===== config.mk =====
export PLATFORM = sky130hd
export DESIGN_NAME = systolic_array_ctrl
export DESIGN_NICKNAME = d
export VERILOG_FILES = /design/src/rtl/tpu_ctrl_pkg.sv /design/src/rtl/ctrl_skew_lane.sv /design/src/rtl/systolic_array_ctrl.sv
export SDC_FILE = /design/constraint.sdc
export NUM_CORES = 1
export LEC_CHECK = 0
export ABC_AREA = 0
export CORE_UTILIZATION = 53
export CTS_BUF_LIST = sky130_fd_sc_hd__clkbuf_8 sky130_fd_sc_hd__clkbuf_16
export DETAILED_ROUTE_END_ITERATION = 10
export HOLD_SLACK_MARGIN = 0.12
export PLACE_DENSITY = 0.86
export SLEW_MARGIN = 40
export SYNTH_ARGS = -nofsm -noshare
export SYNTH_HDL_FRONTEND = slang
export SYNTH_SLANG_ARGS = --single-unit

===== constraint.sdc =====
create_clock -name clk -period 4.7 [get_ports clk]
set_clock_uncertainty 0.05 [all_clocks]
set_input_delay 1.41 -clock clk [delete_from_list [all_inputs] [get_ports clk]]
set_output_delay 1.41 -clock clk [all_outputs]
set_load 0.005 [all_outputs]

===== src/rtl/tpu_ctrl_pkg.sv =====
// Shared types and helpers for the systolic array sequencer.
// State encoding plus schedule-length functions.
package tpu_ctrl_pkg;

  typedef enum logic [2:0] {
    IDLE,
    CLEAR,
    FEED,
    DRAIN,
    WRITE,
    DONE
  } state_t;

  localparam int DEF_ROWS   = 4;
  localparam int DEF_COLS   = 4;
  localparam int DEF_RD_LAT = 1;

  function automatic int clog2(input int n);
    int r;
    r = 0;
    for (int i = 0; i < 31; i++)
      if ((1 << i) < n) r = i + 1;
    return (r < 1) ? 1 : r;
  endfunction

  function automatic int max2(input int a, input int b);
    return (a > b) ? a : b;
  endfunction

  // last t in FEED is k_len + feed_tail
  function automatic int feed_tail(input int rows, input int cols);
    return max2(rows, cols) - 2;
  endfunction

  function automatic int drain_len(input int rd_lat, input int rows, input int cols);
    return rd_lat + rows + cols - 1;
  endfunction

  localparam int FEED_TAIL = feed_tail(DEF_ROWS, DEF_COLS);
  localparam int DRAIN_LEN = drain_len(DEF_RD_LAT, DEF_ROWS, DEF_COLS);

endpackage


===== src/rtl/ctrl_skew_lane.sv =====
// One skewed read lane: enabled while LANE <= t < LANE + k_len.
// Compares are widened so LANE + k_len never overflows.
module ctrl_skew_lane #(
  parameter int LANE    = 0,
  parameter int K_WIDTH = 8
) (
  input  logic [K_WIDTH:0]   t,
  input  logic [K_WIDTH-1:0] k_len,
  output logic               rd_en
);

  localparam int W = K_WIDTH + 2;
  localparam logic [W-1:0] L = W'(LANE);

  logic [W-1:0] te;
  logic [W-1:0] ke;

  assign te    = W'(t);
  assign ke    = W'(k_len);
  assign rd_en = (te >= L) && (te < (L + ke));

endmodule


===== src/rtl/systolic_array_ctrl.sv =====
// Sequencer: clear, skewed feed, drain, ofmap write, done.
// Optional PERF_CNT_EN adds a busy-cycle counter output.
module systolic_array_ctrl
  import tpu_ctrl_pkg::*;
#(
  parameter int ARRAY_ROWS = 4,
  parameter int ARRAY_COLS = 4,
  parameter int K_WIDTH    = 8,
  parameter int ADDR_WIDTH = 8,
  parameter int RD_LAT     = 1,
  localparam int CW        = clog2(ARRAY_COLS)
) (
  input  logic                  clk,
  input  logic                  rstn,
  input  logic                  start,
  input  logic [K_WIDTH-1:0]    k_len,
  output logic                  busy,
  output logic                  done,
  output logic                  array_clr_n,
  output logic [ARRAY_ROWS-1:0] ifmap_rd_en,
  output logic [ADDR_WIDTH-1:0] ifmap_rd_addr,
  output logic [ARRAY_COLS-1:0] w_rd_en,
  output logic [ADDR_WIDTH-1:0] w_rd_addr,
  output logic                  ofmap_wr_en,
  output logic [CW-1:0]         ofmap_wr_col
`ifdef PERF_CNT_EN
  ,
  output logic [31:0]           perf_cycles
`endif
);

  localparam int TW = K_WIDTH + 1;
  localparam int NW = 16;
  localparam logic [TW-1:0] TAIL =
    TW'(feed_tail(ARRAY_ROWS, ARRAY_COLS));
  localparam logic [NW-1:0] DRAIN_LAST =
    NW'(drain_len(RD_LAT, ARRAY_ROWS, ARRAY_COLS) - 1);
  localparam logic [NW-1:0] WRITE_LAST = NW'(ARRAY_COLS - 1);

  state_t                  state, nxt_state;
  logic [TW-1:0]           t, nxt_t;
  logic [NW-1:0]           cnt, nxt_cnt;
  logic [K_WIDTH-1:0]      k_q;
  logic [ARRAY_ROWS-1:0]   row_en;
  logic [ARRAY_COLS-1:0]   col_en;
  logic [ADDR_WIDTH-1:0]   nxt_addr;
  logic                    accept;
  logic                    feed_last;
  logic                    nxt_feed;

  assign accept    = (state == IDLE) && start;
  assign feed_last = (t == ({1'b0, k_q} + TAIL));
  assign nxt_feed  = (nxt_state == FEED);
  assign nxt_addr  = ADDR_WIDTH'(nxt_t);

  for (genvar r = 0; r < ARRAY_ROWS; r++) begin : g_row
    ctrl_skew_lane #(.LANE(r), .K_WIDTH(K_WIDTH)) u_lane (
      .t     (nxt_t),
      .k_len (k_q),
      .rd_en (row_en[r])
    );
  end

  for (genvar c = 0; c < ARRAY_COLS; c++) begin : g_col
    ctrl_skew_lane #(.LANE(c), .K_WIDTH(K_WIDTH)) u_lane (
      .t     (nxt_t),
      .k_len (k_q),
      .rd_en (col_en[c])
    );
  end

  // next-state and schedule counters
  always_comb begin
    nxt_state = state;
    nxt_t     = t;
    nxt_cnt   = cnt;
    case (state)
      IDLE: begin
        if (start)
          nxt_state = (k_len != '0) ? CLEAR : DONE;
      end
      CLEAR: begin
        nxt_state = FEED;
        nxt_t     = '0;
      end
      FEED: begin
        if (feed_last) begin
          nxt_state = DRAIN;
          nxt_cnt   = '0;
        end else begin
          nxt_t = t + 1'b1;
        end
      end
      DRAIN: begin
        if (cnt == DRAIN_LAST) begin
          nxt_state = WRITE;
          nxt_cnt   = '0;
        end else begin
          nxt_cnt = cnt + 1'b1;
        end
      end
      WRITE: begin
        if (cnt == WRITE_LAST)
          nxt_state = DONE;
        else
          nxt_cnt = cnt + 1'b1;
      end
      DONE:    nxt_state = IDLE;
      default: nxt_state = IDLE;
    endcase
  end

  // state, counters and outputs registered from next values
  always_ff @(posedge clk or negedge rstn) begin
    if (!rstn) begin
      state         <= IDLE;
      t             <= '0;
      cnt           <= '0;
      k_q           <= '0;
      busy          <= 1'b0;
      done          <= 1'b0;
      array_clr_n   <= 1'b0;
      ifmap_rd_en   <= '0;
      ifmap_rd_addr <= '0;
      w_rd_en       <= '0;
      w_rd_addr     <= '0;
      ofmap_wr_en   <= 1'b0;
      ofmap_wr_col  <= '0;
    end else begin
      state <= nxt_state;
      t     <= nxt_t;
      cnt   <= nxt_cnt;
      if (accept)
        k_q <= k_len;
      busy <= (nxt_state == CLEAR) || (nxt_state == FEED) ||
              (nxt_state == DRAIN) || (nxt_state == WRITE);
      done          <= (nxt_state == DONE);
      array_clr_n   <= (nxt_state != CLEAR);
      ifmap_rd_en   <= nxt_feed ? row_en : '0;
      w_rd_en       <= nxt_feed ? col_en : '0;
      ifmap_rd_addr <= nxt_feed ? nxt_addr : '0;
      w_rd_addr     <= nxt_feed ? nxt_addr : '0;
      ofmap_wr_en   <= (nxt_state == WRITE);
      ofmap_wr_col  <= (nxt_state == WRITE) ? CW'(nxt_cnt) : '0;
    end
  end

`ifdef PERF_CNT_EN
  // saturating count of busy cycles, cleared on accepted start
  always_ff @(posedge clk or negedge rstn) begin
    if (!rstn)
      perf_cycles <= '0;
    else if (accept)
      perf_cycles <= '0;
    else if (busy && (perf_cycles != '1))
      perf_cycles <= perf_cycles + 1'b1;
  end
`endif

endmodule


**After elaboration in Yosys (flattened, before gate mapping)**

Cells that the tools add are included.

- Reduce and logical (&&, ||, !) cells: 12
- Muxes and demuxes: 15
- Equal/unequal tests: 15
- $lt $le $gt $ge: 8
- $add $sub $neg: 6

Operator list:

| kind | number |
|---|---|
| $mux W16 | 3 |
| $pmux W16 S3 | 1 |
| $lt A9 B10 Y1 | 3 |
| $add A2 B8 Y9 const A | 2 |
| $ge A9 B1 Y1 const B | 2 |
| $ge A9 B2 Y1 const B | 2 |
| $pmux W9 S2 | 1 |
| $add A16 B1 Y16 const B | 1 |
| $eq A16 B2 Y1 const B | 1 |
| $eq A16 B3 Y1 const B | 1 |
| $mux W3 | 5 |
| $pmux W3 S5 | 1 |
| $eq A3 B2 Y1 const B | 4 |
| $add A1 B8 Y9 const A | 1 |
| $add A8 B2 Y9 const B | 1 |
| $add A9 B1 Y9 const B | 1 |
| $eq A3 B3 Y1 const B | 3 |
| $eq A9 B9 Y1 | 1 |
| $lt A9 B8 Y1 | 1 |
| $mux W9 | 1 |
| $mux W8 | 1 |
| $reduce_bool A8 Y1 | 1 |
| $eq A3 B1 Y1 const B | 2 |
| $logic_and A1 B1 Y1 | 5 |
| other kinds (8) | 11 |

- Bits in registers: 54
- Input bits: 11
- Logic and storage cells: 68

**Depth between registers and ports, before layout**

- Depth in word-level cells: 8
- Gate-level depth with buffers: 16
- Mapped depth without buffers: 16

**Hierarchy**

A second synthesis with hierarchy kept.

- Cell total of the unflattened synthesis: 567
- Area total of the unflattened synthesis: 5069.9 um^2

Modules (own cells, without submodules):

| module | seq. area each (um^2) | area an instance (um^2) | instances | cells an instance |
|---|---|---|---|---|
| systolic_array_ctrl | 1451.4 | 2900.3 | 1 | 279 |
| ctrl_skew_lane (g_col[3].u_lane ...) | 0.0 | 312.8 | 2 | 41 |
| ctrl_skew_lane (g_col[1].u_lane ...) | 0.0 | 302.8 | 2 | 40 |
| ctrl_skew_lane (g_col[2].u_lane ...) | 0.0 | 287.8 | 2 | 37 |
| ctrl_skew_lane (g_col[0].u_lane ...) | 0.0 | 181.4 | 2 | 26 |

**Least setup slack after synthesis**

No wires, ideal clock.

- Kind: flip-flop to flip-flop
- Start point: register k_q[1]
- End point: register w_rd_en[1]
- Library setup time: 0.094 ns
- Arrival: 3.558 ns
- Data required time: 4.556 ns
- Period minus slack after synthesis: 3.702 ns
- Setup slack: 0.998 ns
- Cell stages (with the launch flop): 16
- Buffers on the path: 0
- Path through: dfrtp_1 -> ha_1 -> xnor2_2 -> xor2_1 -> nand4_1 -> nor4_2 -> a21o_1 -> nor3_1 -> nand3_1 -> mux2i_1 -> ha_1 -> and3_1 -> a22o_1 -> a211oi_1 -> nand2_1 -> a211oi_1

- Cells in the longest elaborated chain, start to end: 7

Ends and longest elaborated chain:

| item | RTL line | source |
|---|---|---|
| start: declaration | systolic_array_ctrl.sv:43 | `logic [K_WIDTH-1:0] k_q;` |
| start signal: assignment | systolic_array_ctrl.sv:134 | `k_q <= k_len;` |
| $add A8 B2 Y9 (*) | systolic_array_ctrl.sv:52 | `assign feed_last = (t == ({1'b0, k_q} + TAIL));` |
| $eq A9 B9 Y1 (*) | systolic_array_ctrl.sv:52 |  |
| $mux W9 (*) | systolic_array_ctrl.sv:87 | `if (feed_last) begin` |
| $pmux W9 S2 (*) | systolic_array_ctrl.sv:77 | `case (state)` |
| named net g_col[0].u_lane.t[8] | ctrl_skew_lane.sv:7 | `input logic [K_WIDTH:0] t,` |
| $lt A9 B10 Y1 / $ge A9 B1 Y1 (equally long branches) | ctrl_skew_lane.sv:20 | `assign rd_en = (te >= L) && (te < (L + ke));` |
| $logic_and A1 B1 Y1 (*) | ctrl_skew_lane.sv:20 |  |
| $mux W4 (*) | systolic_array_ctrl.sv:140 | `w_rd_en <= nxt_feed ? col_en : '0;` |
| end signal: assignment | systolic_array_ctrl.sv:140 |  |
| end: declaration | systolic_array_ctrl.sv:22 | `output logic [ARRAY_COLS-1:0] w_rd_en,` |

The timed path passes the listed nets; every way through them passes the cells marked *.
A chain may end at the register's enable or synchronous reset.

**Worst setup path in the final report**

- Start point: register k_q[2]
- End point: register w_rd_en[1]

Same word-level chain as after synthesis.

==> Implementation_results.wiki <==
{| class="wikitable"
! Metric !! Value
|-
| Min-delay worst type || reg -> reg
|-
| Fin crit period || between 4 and 5 ns
|-
| Internal reg-to-reg setup slack || about 0.39 ns
|-
| Nature of the critical path startpoint || flip-flop
|-
| Die width || 87.54 um
|-
| Highest clock frequency the design can meet || around 230 MHz
|-
| Detailed-placement wirelength estimate || approximately 7100 um
|-
| First-pass iteration count of the detailed router || 5
|-
| Clock root buffer || sky130_fd_sc_hd__clkbuf_8
|-
| Area occupied by multi-input gates || 2300 um^2
|-
| Power per cell area || 549.9 nW/um^2
|-
| Final count of negative-setup-slack endpoints || 0
|-
| Number of diodes || 0
|-
| Biggest area consumer among synthesized cells || sky130_fd_sc_hd__dfrtp_1
|-
| Post-cts gate resize count || 0
|-
| Number of buffer and inverter stages on the critical path || 0
|-
| Via count || between 3000 and 4000
|-
| Num ports || between 40 and 50
|-
| Antenna-violating nets left || 0
|-
| Area enclosed by the die boundary || ~7700 um^2
|-
| Worst setup slack before clock tree synthesis || about 0.52 ns
|-
| Top post-synthesis cells by area || sky130_fd_sc_hd__dfrtp_1 (35%), sky130_fd_sc_hd__ha_1 (11%), sky130_fd_sc_hd__xnor2_1 (4.7%)
|-
| Initial standard-cell utilization of the core || 0.5584
|-
| Type of the worst setup path || reg -> reg
|-
| Max-slew violations || 0
|-
| Arrival time at the worst endpoint || between 4 and 5 ns
|-
| Placer's final routability congestion estimate || around 0.97
|-
| Avg Vias per Cell || approximately 6.0
|-
| Worst IR drop on VDD || 315.3 uV
|-
| DRC errors left || 0
|-
| Cells along the critical path || ha_1, and3_1, xnor3_1, o31ai_1, nor4_2, a21o_1, nor3_1, nand3_1, mux2i_1, ha_1, and3_1, nand3_1, nor2_1, a211oi_1, nand2_1, a211oi_1
|-
| Iteration-0 DRC Markers || around 270
|-
| Number of buffers inserted for hold repair after clock tree synthesis || 0
|-
| Filler cell count || 559
|-
| NumNets Final || around 500
|-
| Post-route setup TNS || 0 ns
|-
| First-pass GRT wire length || roughly 15000 um
|-
| Count of cells along the worst register-to-register path || 16
|-
| Number of synthesized flops with an enable pin || 0
|-
| Static leakage || 1.967 nW
|-
| Cell family with most CP delay || simple AND/OR/NAND/NOR gates
|-
| Final critical-path share of the clock period || 0.9174
|-
| Cell Rows || 30
|-
| Proportion of netlist area held by the largest area contributor || 0.3485
|-
| Number of stages on the worst setup path || 16
|-
| Async SR Flop Fraction || 1.000
|-
| Relative area change from synthesis to final layout || 12.94%
|-
| Start point of the critical path || k_q[2]
|-
| GRT Util Overall || 0.2588
|-
| Storage element area || ~1400 um^2
|-
| Maximum fanout count along the critical path || 10
|-
| Antenna violations before repair || 0
|-
| Number of max-cap violations || 0
|-
| Post-Syn Area per Cell || 9.167 um^2
|-
| Clk buf depth || 2
|-
| Reg-to-Reg Start || k_q[2]
|-
| Least setup slack across all paths after layout || between 0.3 and 0.4 ns
|-
| Yosys warns || 0
|-
| Master of the slowest instance on the critical path || sky130_fd_sc_hd__dfrtp_1
|-
| CTS sink count || between 50 and 60
|-
| #FFs+latches synth || 54
|-
| Unrepaired setup endpoints after global routing || no
|-
| Number of distinct library cell variants in the gate-level netlist after synthesis || between 60 and 70
|-
| Largest net degree at the start of global routing || 37
|-
| Finished Layout Cells || 550
|-
| Chip height || 87.54 um
|-
| Post-detailed-routing wire length || 9151 um
|-
| Hold violation count in the final report || 0
|-
| Crit path capture || w_rd_en[1]
|-
| Share of cells above drive strength 1 || 0.07930
|-
| Via count of the first global-routing pass || between 3000 and 4000
|-
| Clock tree from TritonCTS || built
|-
| Most frequently used flop master after synthesis || sky130_fd_sc_hd__dfrtp_1
|-
| CTS H-tree depth || 2
|-
| Average wire length per cell after detail routing || 16.64 um
|-
| Remaining max-slew budget at the tightest pin || 0.5476
|-
| CTS clock-pin slew for the worst setup and hold paths || around 0.1 ns
|-
| Share of the core filled with cells || 0.6306
|-
| Maximum cell stage delay along the critical path || 0.57 ns
|-
| Number of buffers created by CTS || 5
|-
| Register area share after synthesis || 0.3485
|-
| Buffers inserted during post-CTS setup optimization || 0
|-
| Pin slew with the least headroom to its limit || between 0.6 and 0.7 ns
|-
| Total standard cell area after synthesis || 3877 um^2
|-
| Net count after synthesis || approximately 470
|-
| Clk Latency, worst-skew pair || 0.32 ns
|-
| Total instance count after detailed placement || between 500 and 600
|-
| Result of the run || completed
|-
| CP Capture Type || flip-flop
|-
| Capturing point of the worst reg2reg path || w_rd_en[1]
|-
| Core area || roughly 6900 um^2
|-
| Data required time at the worst endpoint || between 4 and 5 ns
|-
| Global-route congestion overflow total || 0
|-
| Syn Inst Count || 423
|-
| Port Buffer Count || 40
|}
## worst min-delay path by stage
stage,start,to,slack [ns],depth (start not counted)
2_1_floorplan,cnt[5],cnt[5],0.42,1
3_3_place_gp,cnt[5],cnt[5],0.44,1
3_5_place_dp,cnt[5],cnt[5],0.45,1
4_1_cts,cnt[5],cnt[5],0.47,1
5_1_grt,cnt[5],cnt[5],0.51,1
6_report,cnt[5],cnt[5],0.47,1
## per-stage QoR
| step | total power, mW | hold slack (ns) | cell area (um^2) |
|---|---|---|---|
| 2_1_floorplan | 1.730 | 0.4171 | 3877 |
| 3_3_place_gp | 2.048 | 0.4394 | 4290 |
| 3_5_place_dp | 2.111 | 0.4528 | 4290 |
| 4_1_cts | 2.384 | 0.4685 | 4377 |
| 5_1_grt | 2.579 | 0.5132 | 4379 |
| 6_report | 2.408 | 0.4748 | 4379 |
## placed cells by master, fill, tap and decap left out, types with 2 or more instances in the layout
cell type                         Yosys  routed
sky130_fd_sc_hd__dfrtp_1             54      54
sky130_fd_sc_hd__ha_1                34      34
sky130_fd_sc_hd__o21ai_0             25      25
sky130_fd_sc_hd__xor2_1               6       6
sky130_fd_sc_hd__nor4_1               5       5
sky130_fd_sc_hd__and3_1               8       8
sky130_fd_sc_hd__a21oi_1             19      19
sky130_fd_sc_hd__or2_2                3       3
sky130_fd_sc_hd__buf_4               12       7
sky130_fd_sc_hd__nor3b_1              3       3
sky130_fd_sc_hd__nand2b_1             5       5
sky130_fd_sc_hd__and2_1              10      10
sky130_fd_sc_hd__mux2i_1              8       8
sky130_fd_sc_hd__o31ai_1              3       3
sky130_fd_sc_hd__clkdlybuf4s50_1      0      39
sky130_fd_sc_hd__or3_1                7       7
sky130_fd_sc_hd__clkbuf_8             0       5
sky130_fd_sc_hd__nor2b_1              4       4
sky130_fd_sc_hd__a21o_1              10      10
sky130_fd_sc_hd__a31oi_1              4       4
sky130_fd_sc_hd__nor2_1              30      30
sky130_fd_sc_hd__inv_1               21      22
sky130_fd_sc_hd__o211ai_1             4       4
sky130_fd_sc_hd__nand4_1              9       9
sky130_fd_sc_hd__a211oi_1             6       6
sky130_fd_sc_hd__nand3_1             17      17
sky130_fd_sc_hd__a2111oi_2            2       2
sky130_fd_sc_hd__a22o_1               3       3
sky130_fd_sc_hd__nor3_1               7       7
sky130_fd_sc_hd__xnor2_1             21      21
sky130_fd_sc_hd__nor4_2               2       2
sky130_fd_sc_hd__nand2_1             40      40
sky130_fd_sc_hd__o22ai_1              2       2
## synth_stat cells, types with 4 or more instances
library cell and instances:
sky130_fd_sc_hd__and2_1 10, sky130_fd_sc_hd__nand3_1 17, sky130_fd_sc_hd__buf_4 12, sky130_fd_sc_hd__ha_1 34, sky130_fd_sc_hd__buf_2 5, sky130_fd_sc_hd__nor2_1 30, sky130_fd_sc_hd__or3_1 7, sky130_fd_sc_hd__xor2_1 6
sky130_fd_sc_hd__a21oi_1 19, sky130_fd_sc_hd__a21o_1 10, sky130_fd_sc_hd__dfrtp_1 54, sky130_fd_sc_hd__nand4_1 9, sky130_fd_sc_hd__xnor2_1 21, sky130_fd_sc_hd__nor2b_1 4, sky130_fd_sc_hd__mux2i_1 8, sky130_fd_sc_hd__o21ai_0 25
sky130_fd_sc_hd__o211ai_1 4, sky130_fd_sc_hd__and3_1 8, sky130_fd_sc_hd__a211oi_1 6, sky130_fd_sc_hd__nor4_1 5, sky130_fd_sc_hd__nand2b_1 5, sky130_fd_sc_hd__nor3_1 7, sky130_fd_sc_hd__a31oi_1 4, sky130_fd_sc_hd__nand2_1 40
sky130_fd_sc_hd__inv_1 21
## cell type report
class	instances	share of cell area
Clock buffer	5	0.01571
Clock inverter	3	0.004000
Inverter	21	0.01800
Multi-Input combinational cell	325	0.5251
Sequential cell	54	0.3086
Tap cell	96	0.02743
Timing Repair Buffer	46	0.1011
## registers in the layout, summed over array words and instances (netlist names), 2 cells and up
| signal | count |
|---|---|
| ofmap_wr_col | 2 |
| w_rd_en | 4 |
| k_q | 8 |
| t | 9 |
| state | 3 |
| w_rd_addr | 8 |
| cnt | 16 |
## metal layers
layer  share of wire  up-vias  GRT usage
li1                -     1567          -
met1            0.45     1598     0.3635
met2            0.47      130     0.4169
met3           0.059       18    0.02922
met4           0.021        0    0.09091
met5               0        -          0
## worst register-to-register path: cells and delay by family, from the launching register on
family / cells / cell delay (ns)
XOR/XNOR: 1 / 0.22
multiplexers: 1 / 0.46
adder cells (fa/ha/maj): 2 / 0.69
AO/OA/AOI/OAI: 4 / 0.80
AND/OR/NAND/NOR: 8 / 1.43
flip-flops: 1 / 0.57
## cell families (layout without fill, tap and decap cells)
family | after synthesis | in the layout | synth area share
simple gates | 159 | 159 | 0.2175
compound gates | 93 | 93 | 0.1626
flops | 54 | 54 | 0.3485
buf+inv | 44 | 75 | 0.06002
fa+ha+maj | 35 | 35 | 0.1126
xor+xnor | 30 | 30 | 0.07809
mux | 8 | 8 | 0.02065
## where the power goes
group | total, mW | switching [mW] | internal (mW) | leakage, nW
Combinational | 1.40 | 0.790 | 0.605 | 1.20
Clock | 0.266 | 0.162 | 0.104 | 0.0493
Sequential | 0.747 | 0.180 | 0.567 | 0.716
Total | 2.41 | 1.13 | 1.28 | 1.97
Note: power is estimated with default switching activity, not from simulation.
